File: src/rtl/regfile_pkg.sv
// ---------------------------------------------------------------------------
// regfile_pkg
// Shared definitions for the MIPS register-file write-back queue.
// Holds the register address/data widths, the hard-wired zero register
// address, and the wb_entry record that travels through the queue.
// No ports (package).
// ---------------------------------------------------------------------------
package regfile_pkg;

  localparam int REG_ADDR_W = 5;
  localparam int REG_DATA_W = 32;
  localparam logic [REG_ADDR_W-1:0] REG_ZERO = 5'd0;

  // One pending register write: destination and value
  typedef struct packed {
    logic [REG_ADDR_W-1:0] addr;
    logic [REG_DATA_W-1:0] data;
  } wb_entry;

endpackage

File: src/rtl/regfile_wb_match.sv
// ---------------------------------------------------------------------------
// regfile_wb_match
// Newest-match search for one bypass lookup port. Looks through the valid
// FIFO entries and the output stage and returns the data of the youngest
// pending write to the requested register.
// Only instantiated when REGFILE_WB_QUEUE_FWD_EN is defined.
// Ports:
//   i_entries    FIFO storage (all DEPTH slots, validity from ptr/count)
//   i_rdPtr      FIFO head index (oldest entry)
//   i_count      number of valid FIFO entries
//   i_outValid   output stage currently holds a write (RegWrite high)
//   i_outEntry   output stage address/data
//   i_lookupAddr register being read by the operand stage
//   o_hit        a pending write to i_lookupAddr exists
//   o_data       newest pending data, 0 on a miss
// ---------------------------------------------------------------------------
module regfile_wb_match
  import regfile_pkg::*;
#(
  parameter int DEPTH = 4,
  parameter int PTR_W = 2
) (
  input  wb_entry                 i_entries [DEPTH],
  input  logic [PTR_W-1:0]        i_rdPtr,
  input  logic [PTR_W:0]          i_count,
  input  logic                    i_outValid,
  input  wb_entry                 i_outEntry,
  input  logic [REG_ADDR_W-1:0]   i_lookupAddr,
  output logic                    o_hit,
  output logic [REG_DATA_W-1:0]   o_data
);

  logic [PTR_W-1:0] w_idx;

  // Walk from oldest to newest so that a later match overrides an earlier
  // one: output stage first, then FIFO head towards tail. Register $0 is
  // never written, so it never hits.
  always_comb begin
    o_hit  = 1'b0;
    o_data = '0;
    w_idx  = '0;
    if (i_lookupAddr != REG_ZERO) begin
      if (i_outValid && (i_outEntry.addr == i_lookupAddr)) begin
        o_hit  = 1'b1;
        o_data = i_outEntry.data;
      end
      for (int i = 0; i < DEPTH; i++) begin
        w_idx = i_rdPtr + PTR_W'(i);
        if (((PTR_W+1)'(i) < i_count) && (i_entries[w_idx].addr == i_lookupAddr)) begin
          o_hit  = 1'b1;
          o_data = i_entries[w_idx].data;
        end
      end
    end
  end

endmodule

File: src/rtl/regfile_wb_queue.sv
// ---------------------------------------------------------------------------
// regfile_wb_queue
// Write-side feeder for the 32x32 MIPS register file. Late-completing units
// hand in register writes over a valid/ready handshake; the writes are kept
// in order in a small FIFO and drained one per cycle onto the registered
// register-file write port.
// Optional feature macro: REGFILE_WB_QUEUE_FWD_EN adds two combinational
// lookup ports that report the newest pending write for a register.
// Ports:
//   Clk, Rst_n            clock, asynchronous active-low reset
//   InValid/InReady       request handshake
//   InAddr/InData         request destination register and value
//   Hold                  stalls draining while high
//   RegWrite/WriteRegister/WriteData  registered register-file write port
//   Empty                 no queued entries and no write in the output stage
//   Count                 number of FIFO entries held
//   LookupAddrK/FwdHitK/FwdDataK (K=1,2, macro only) bypass lookups
// ---------------------------------------------------------------------------
module regfile_wb_queue
  import regfile_pkg::*;
#(
  parameter int DEPTH = 4,
  parameter int PTR_W = 2
) (
  input  logic                  Clk,
  input  logic                  Rst_n,
  input  logic                  InValid,
  output logic                  InReady,
  input  logic [REG_ADDR_W-1:0] InAddr,
  input  logic [REG_DATA_W-1:0] InData,
  input  logic                  Hold,
`ifdef REGFILE_WB_QUEUE_FWD_EN
  input  logic [REG_ADDR_W-1:0] LookupAddr1,
  input  logic [REG_ADDR_W-1:0] LookupAddr2,
  output logic                  FwdHit1,
  output logic                  FwdHit2,
  output logic [REG_DATA_W-1:0] FwdData1,
  output logic [REG_DATA_W-1:0] FwdData2,
`endif
  output logic                  RegWrite,
  output logic [REG_ADDR_W-1:0] WriteRegister,
  output logic [REG_DATA_W-1:0] WriteData,
  output logic                  Empty,
  output logic [PTR_W:0]        Count
);

  wb_entry               r_mem [DEPTH];
  logic [PTR_W-1:0]      r_wrPtr;
  logic [PTR_W-1:0]      r_rdPtr;
  logic [PTR_W:0]        r_count;
  logic                  r_regWrite;
  logic [REG_ADDR_W-1:0] r_writeRegister;
  logic [REG_DATA_W-1:0] r_writeData;

  logic w_accept;
  logic w_push;
  logic w_pop;

  // Ready depends on the stored count only, so a pop in the same cycle never
  // opens a slot early. Writes to $0 complete the handshake but are dropped.
  assign InReady  = (r_count != (PTR_W+1)'(DEPTH));
  assign w_accept = InValid && InReady;
  assign w_push   = w_accept && (InAddr != REG_ZERO);
  assign w_pop    = !Hold && (r_count != '0);

  // Storage needs no reset: validity is tracked entirely by pointers/count
  always_ff @(posedge Clk) begin
    if (w_push) begin
      r_mem[r_wrPtr] <= '{addr: InAddr, data: InData};
    end
  end

  // Pointers wrap naturally at PTR_W bits; count moves only when exactly one
  // of push/pop happens
  always_ff @(posedge Clk or negedge Rst_n) begin
    if (!Rst_n) begin
      r_wrPtr <= '0;
      r_rdPtr <= '0;
      r_count <= '0;
    end else begin
      if (w_push) r_wrPtr <= r_wrPtr + 1'b1;
      if (w_pop)  r_rdPtr <= r_rdPtr + 1'b1;
      case ({w_push, w_pop})
        2'b10:   r_count <= r_count + 1'b1;
        2'b01:   r_count <= r_count - 1'b1;
        default: r_count <= r_count;
      endcase
    end
  end

  // Registered write port: the popped head is presented for one cycle;
  // address/data are kept afterwards, only the enable drops
  always_ff @(posedge Clk or negedge Rst_n) begin
    if (!Rst_n) begin
      r_regWrite      <= 1'b0;
      r_writeRegister <= '0;
      r_writeData     <= '0;
    end else if (w_pop) begin
      r_regWrite      <= 1'b1;
      r_writeRegister <= r_mem[r_rdPtr].addr;
      r_writeData     <= r_mem[r_rdPtr].data;
    end else begin
      r_regWrite      <= 1'b0;
    end
  end

  assign RegWrite      = r_regWrite;
  assign WriteRegister = r_writeRegister;
  assign WriteData     = r_writeData;
  assign Count         = r_count;
  assign Empty         = (r_count == '0) && !r_regWrite;

`ifdef REGFILE_WB_QUEUE_FWD_EN
  wb_entry w_outEntry;
  assign w_outEntry = '{addr: r_writeRegister, data: r_writeData};

  regfile_wb_match #(.DEPTH(DEPTH), .PTR_W(PTR_W)) uMatch1 (
    .i_entries    (r_mem),
    .i_rdPtr      (r_rdPtr),
    .i_count      (r_count),
    .i_outValid   (r_regWrite),
    .i_outEntry   (w_outEntry),
    .i_lookupAddr (LookupAddr1),
    .o_hit        (FwdHit1),
    .o_data       (FwdData1)
  );

  regfile_wb_match #(.DEPTH(DEPTH), .PTR_W(PTR_W)) uMatch2 (
    .i_entries    (r_mem),
    .i_rdPtr      (r_rdPtr),
    .i_count      (r_count),
    .i_outValid   (r_regWrite),
    .i_outEntry   (w_outEntry),
    .i_lookupAddr (LookupAddr2),
    .o_hit        (FwdHit2),
    .o_data       (FwdData2)
  );
`endif

endmodule

File: config.mk
export PLATFORM = sky130hd
export DESIGN_NAME = regfile_wb_queue
export DESIGN_NICKNAME = d
export VERILOG_FILES = /design/src/rtl/regfile_pkg.sv /design/src/rtl/regfile_wb_match.sv /design/src/rtl/regfile_wb_queue.sv
export SDC_FILE = /design/constraint.sdc
export NUM_CORES = 1
export LEC_CHECK = 0
export BUFFER_PORTS_ARGS = -buffer_cell sky130_fd_sc_hd__buf_4
export CAP_MARGIN = 20
export CORE_MARGIN = 1
export CORE_UTILIZATION = 53
export DETAILED_ROUTE_END_ITERATION = 10
export PLACE_DENSITY_LB_ADDON = 0.12
export REMOVE_ABC_BUFFERS = 1
export SLEW_MARGIN = 25
export SYNTH_ARGS = -nofsm -noshare
export SYNTH_HDL_FRONTEND = slang
export SYNTH_SLANG_ARGS = --single-unit
File: constraint.sdc
create_clock -name Clk -period 3 [get_ports Clk]
set_input_delay 0.75 -clock Clk [delete_from_list [all_inputs] [get_ports Clk]]
set_output_delay 0.75 -clock Clk [all_outputs]
set_load 0.05 [all_outputs]
==> impl_metrics.toml <==
[timing]
drv_slew = 0
rsz0062_at_grt = "false"
setup_violations = 0
setup_ws_ns = 0.539
max_slew_margin_pct = 32.4
finClkSkew_ns = 0.00855
fin_crit_ns = 2.46
period_share_pct = 82.0
fmax_mhz = 406
finalHoldViolations = 0
worst_slew_pin_slew_ns = 1.01

[critical_path]
worstPathArrival_ns = 2.81
end_kind = "register"
startpoint_type = "input pin"
path_class = "input pin to register"
crit_path_start = "InAddr[0]"
cp_max_fo = 7
critPathRequiredTime_ns = 3.35
timing.rr.start = "Count[0]$_DFFE_PN0P_"

[worst_hold_path]
hold_class = "input pin to async pin"

[route]
post-route-drc-count = 0
drt_first_pass_iters = 4
routed_wl_mm = 12.1
post_drt_wl_per_cell_um = 20.4
vias = 3203
drt_iter0_drc = 219
viasPerCell = 5.38
ant_nets = 0

[cts]
ctsHtreeMaxLevel = 4
cts_resized = 0
clock_latency_ns = 0.43
postCtsSetupRepairBufs = 0
clock_path_buffers = 2
root_buffer = "clkbuf_16"
hold_buffers = 0
cts_made_buffers = 17
clk_pin_slew_ns = 0.06
cts.sinks = 193
tritoncts = "built"

[logic_synthesis]
synthXorXnorAreaFrac_pct = 0.734
yosysWarnings = 0
syn_area_per_cell_um2 = 23.0
ys_types = 23
ys_seq_area_share_pct = 77.8
synth_top_family_by_area = "multiplexers"
synthArstFlopShare_pct = 23.3
synth_seq_cells = 193
synth-main-ff-cell = "edfxtp_1"
synth_edf_count = 148
synthMuxAreaShare_pct = 17.8
synth_compound_area_share_pct = 0.245
synth-simple-area-share_pct = 0.943
netlist_area_mm2 = 0.00716
synth_fa_ha_area_share_pct = 1.15
syn_inst = 311

[floorplan]
dieWidth_um = 118
core_region_area_mm2 = 0.0132
start_util_pct = 54.3
dieArea_mm2 = 0.0140
io_pins = 84
die_y_um = 118
rows = 42

[grt]
grt_pass1_vias = 3462
grtUsageTotal_pct = 19.2
grt_max_degree = 46
grt-ovfl-total = 0
antenna_found_initial = 0
grt_pass1_wl_mm = 19.2

[power_and_ir_drop]
total_power_w = 0.00965
p_comb_share_pct = 34.4
power.leakage_nw = 3.12
clock_power_share_pct = 23.7
p_switching_w = 0.00323
p_int_w = 0.00642
p_sw_share_pct = 33.5
seqPwrFrac_pct = 41.9
peakVddDrop_mv = 0.640
powerDensity_mw_per_mm2 = 1120

[finish]
fillers = 917
final_cells = 595
antenna_cells = 0
fin_area_mm2 = 0.00861
fin_nets = 453
mostFrequentLayoutCells = "148 x edfxtp_1, 87 x buf_4, 43 x dfrtp_1"
seqCellArea_mm2 = 0.00557
layout-drive-gt1-share_pct = 47.0
layout-area-overhead-vs-synth_pct = 20.2
multiInputGateArea_mm2 = 0.00151
layout_commonest_cell = "edfxtp_1"

[flow_run]
maxCapViolCount = 0

[place]
pre_cts_ws_ns = 0.0956
gp_congestion = 0.661
hpwl_mm = 7.06
io_buffers = 83
dp_cells = 563
place_area_mm2 = 0.00800

[run_status]
outcome = "finished, final reports clean"
[cells in the mapped netlist (all sizes together), types with 2 or more instances]
| cell | count | area (um^2) |
|---|---|---|
| mux2 | 38 | 432 |
| xor2 | 4 | 35.0 |
| buf | 11 | 70.1 |
| nor2 | 2 | 7.51 |
| dfrtp | 45 | 1130 |
| edfxtp | 148 | 4440 |
| mux4 | 37 | 833 |
| inv | 6 | 22.5 |
| xnor2 | 2 | 17.5 |
| ha | 5 | 62.6 |
| and2 | 4 | 25.0 |
[stage by stage]
stage	utilization [%]	hold slack [ns]	TNS, ns
after CTS	65.3	0.363	0
after detailed placement	60.6	0.499	0
after floorplan	-	0.454	-3.79
after global placement	60.6	0.491	0
final	65.3	0.354	0
after global routing	65.3	0.391	0
[worst paths after layout]
check | end | slack [ns] | cells past startpoint
worst max-delay path | Count[2]$_DFFE_PN0P_ | 0.54 | 10
min in group Clk | WriteData[4]$_DFFE_PN0P_ | 0.51 | 1
max in group asynchronous | r_rdPtr[1]$_DFFE_PN0P_ | 2.17 | 1
worst max register to register | Count[2]$_DFFE_PN0P_ | 0.69 | 9
worst min-delay path | WriteData[26]$_DFFE_PN0P_ | 0.35 | 1
worst min register to register | WriteData[4]$_DFFE_PN0P_ | 0.51 | 1
[logic make-up after synthesis]
| group | after synthesis |
|---|---|
| AOI/OAI and AO/OA | 1 |
| xor gates and xnor gates | 6 |
| adders and majority gates | 6 |
| buffers and inverters | 18 |
| DFF | 193 |
| muxes | 76 |
| and+or+nand+nor | 11 |
[metal layers]
metal	up-vias	wire, um	global-route usage [%]
met5	-	0	0
met4	0	229	7.61
met3	18	686	5.69
met2	94	6220	31.4
met1	1651	5000	24.4
li1	1440	-	-
[flip-flops by register name (all words and copies together), names as in the netlist]
name and cells:
Count 3, r_mem 148, RegWrite 1, r_rdPtr 2, r_wrPtr 2, WriteData 32
WriteRegister 5
[cell type report]
type	count	area share [%]
Clock buffer	29	6.31
Sequential cell	193	64.7
Clock inverter	3	0.785
Multi-Input combinational cell	100	17.5
Timing Repair Buffer	88	7.82
Tap cell	176	2.56
Inverter	6	0.262
[power groups by stage]
stage          logic, W  clock network (W)  registers (W)
2_1_floorplan   0.00130                  0        0.00508
5_1_grt         0.00350            0.00243        0.00413
3_3_place_gp    0.00331                  0        0.00407
6_report        0.00332            0.00229        0.00404
3_5_place_dp    0.00336                  0        0.00412
4_1_cts         0.00337            0.00234        0.00407
[critical path, cell delays in order]
cell	delay, ns
buf_4	0.13
or4_1	0.55
o211a_4	0.29
inv_1	0.06
ha_1	0.17
inv_1	0.07
fa_1	0.38
xor2_1	0.15
nor2_1	0.11
xor2_1	0.15
No activity file was read; power rests on OpenSTA's default activity.
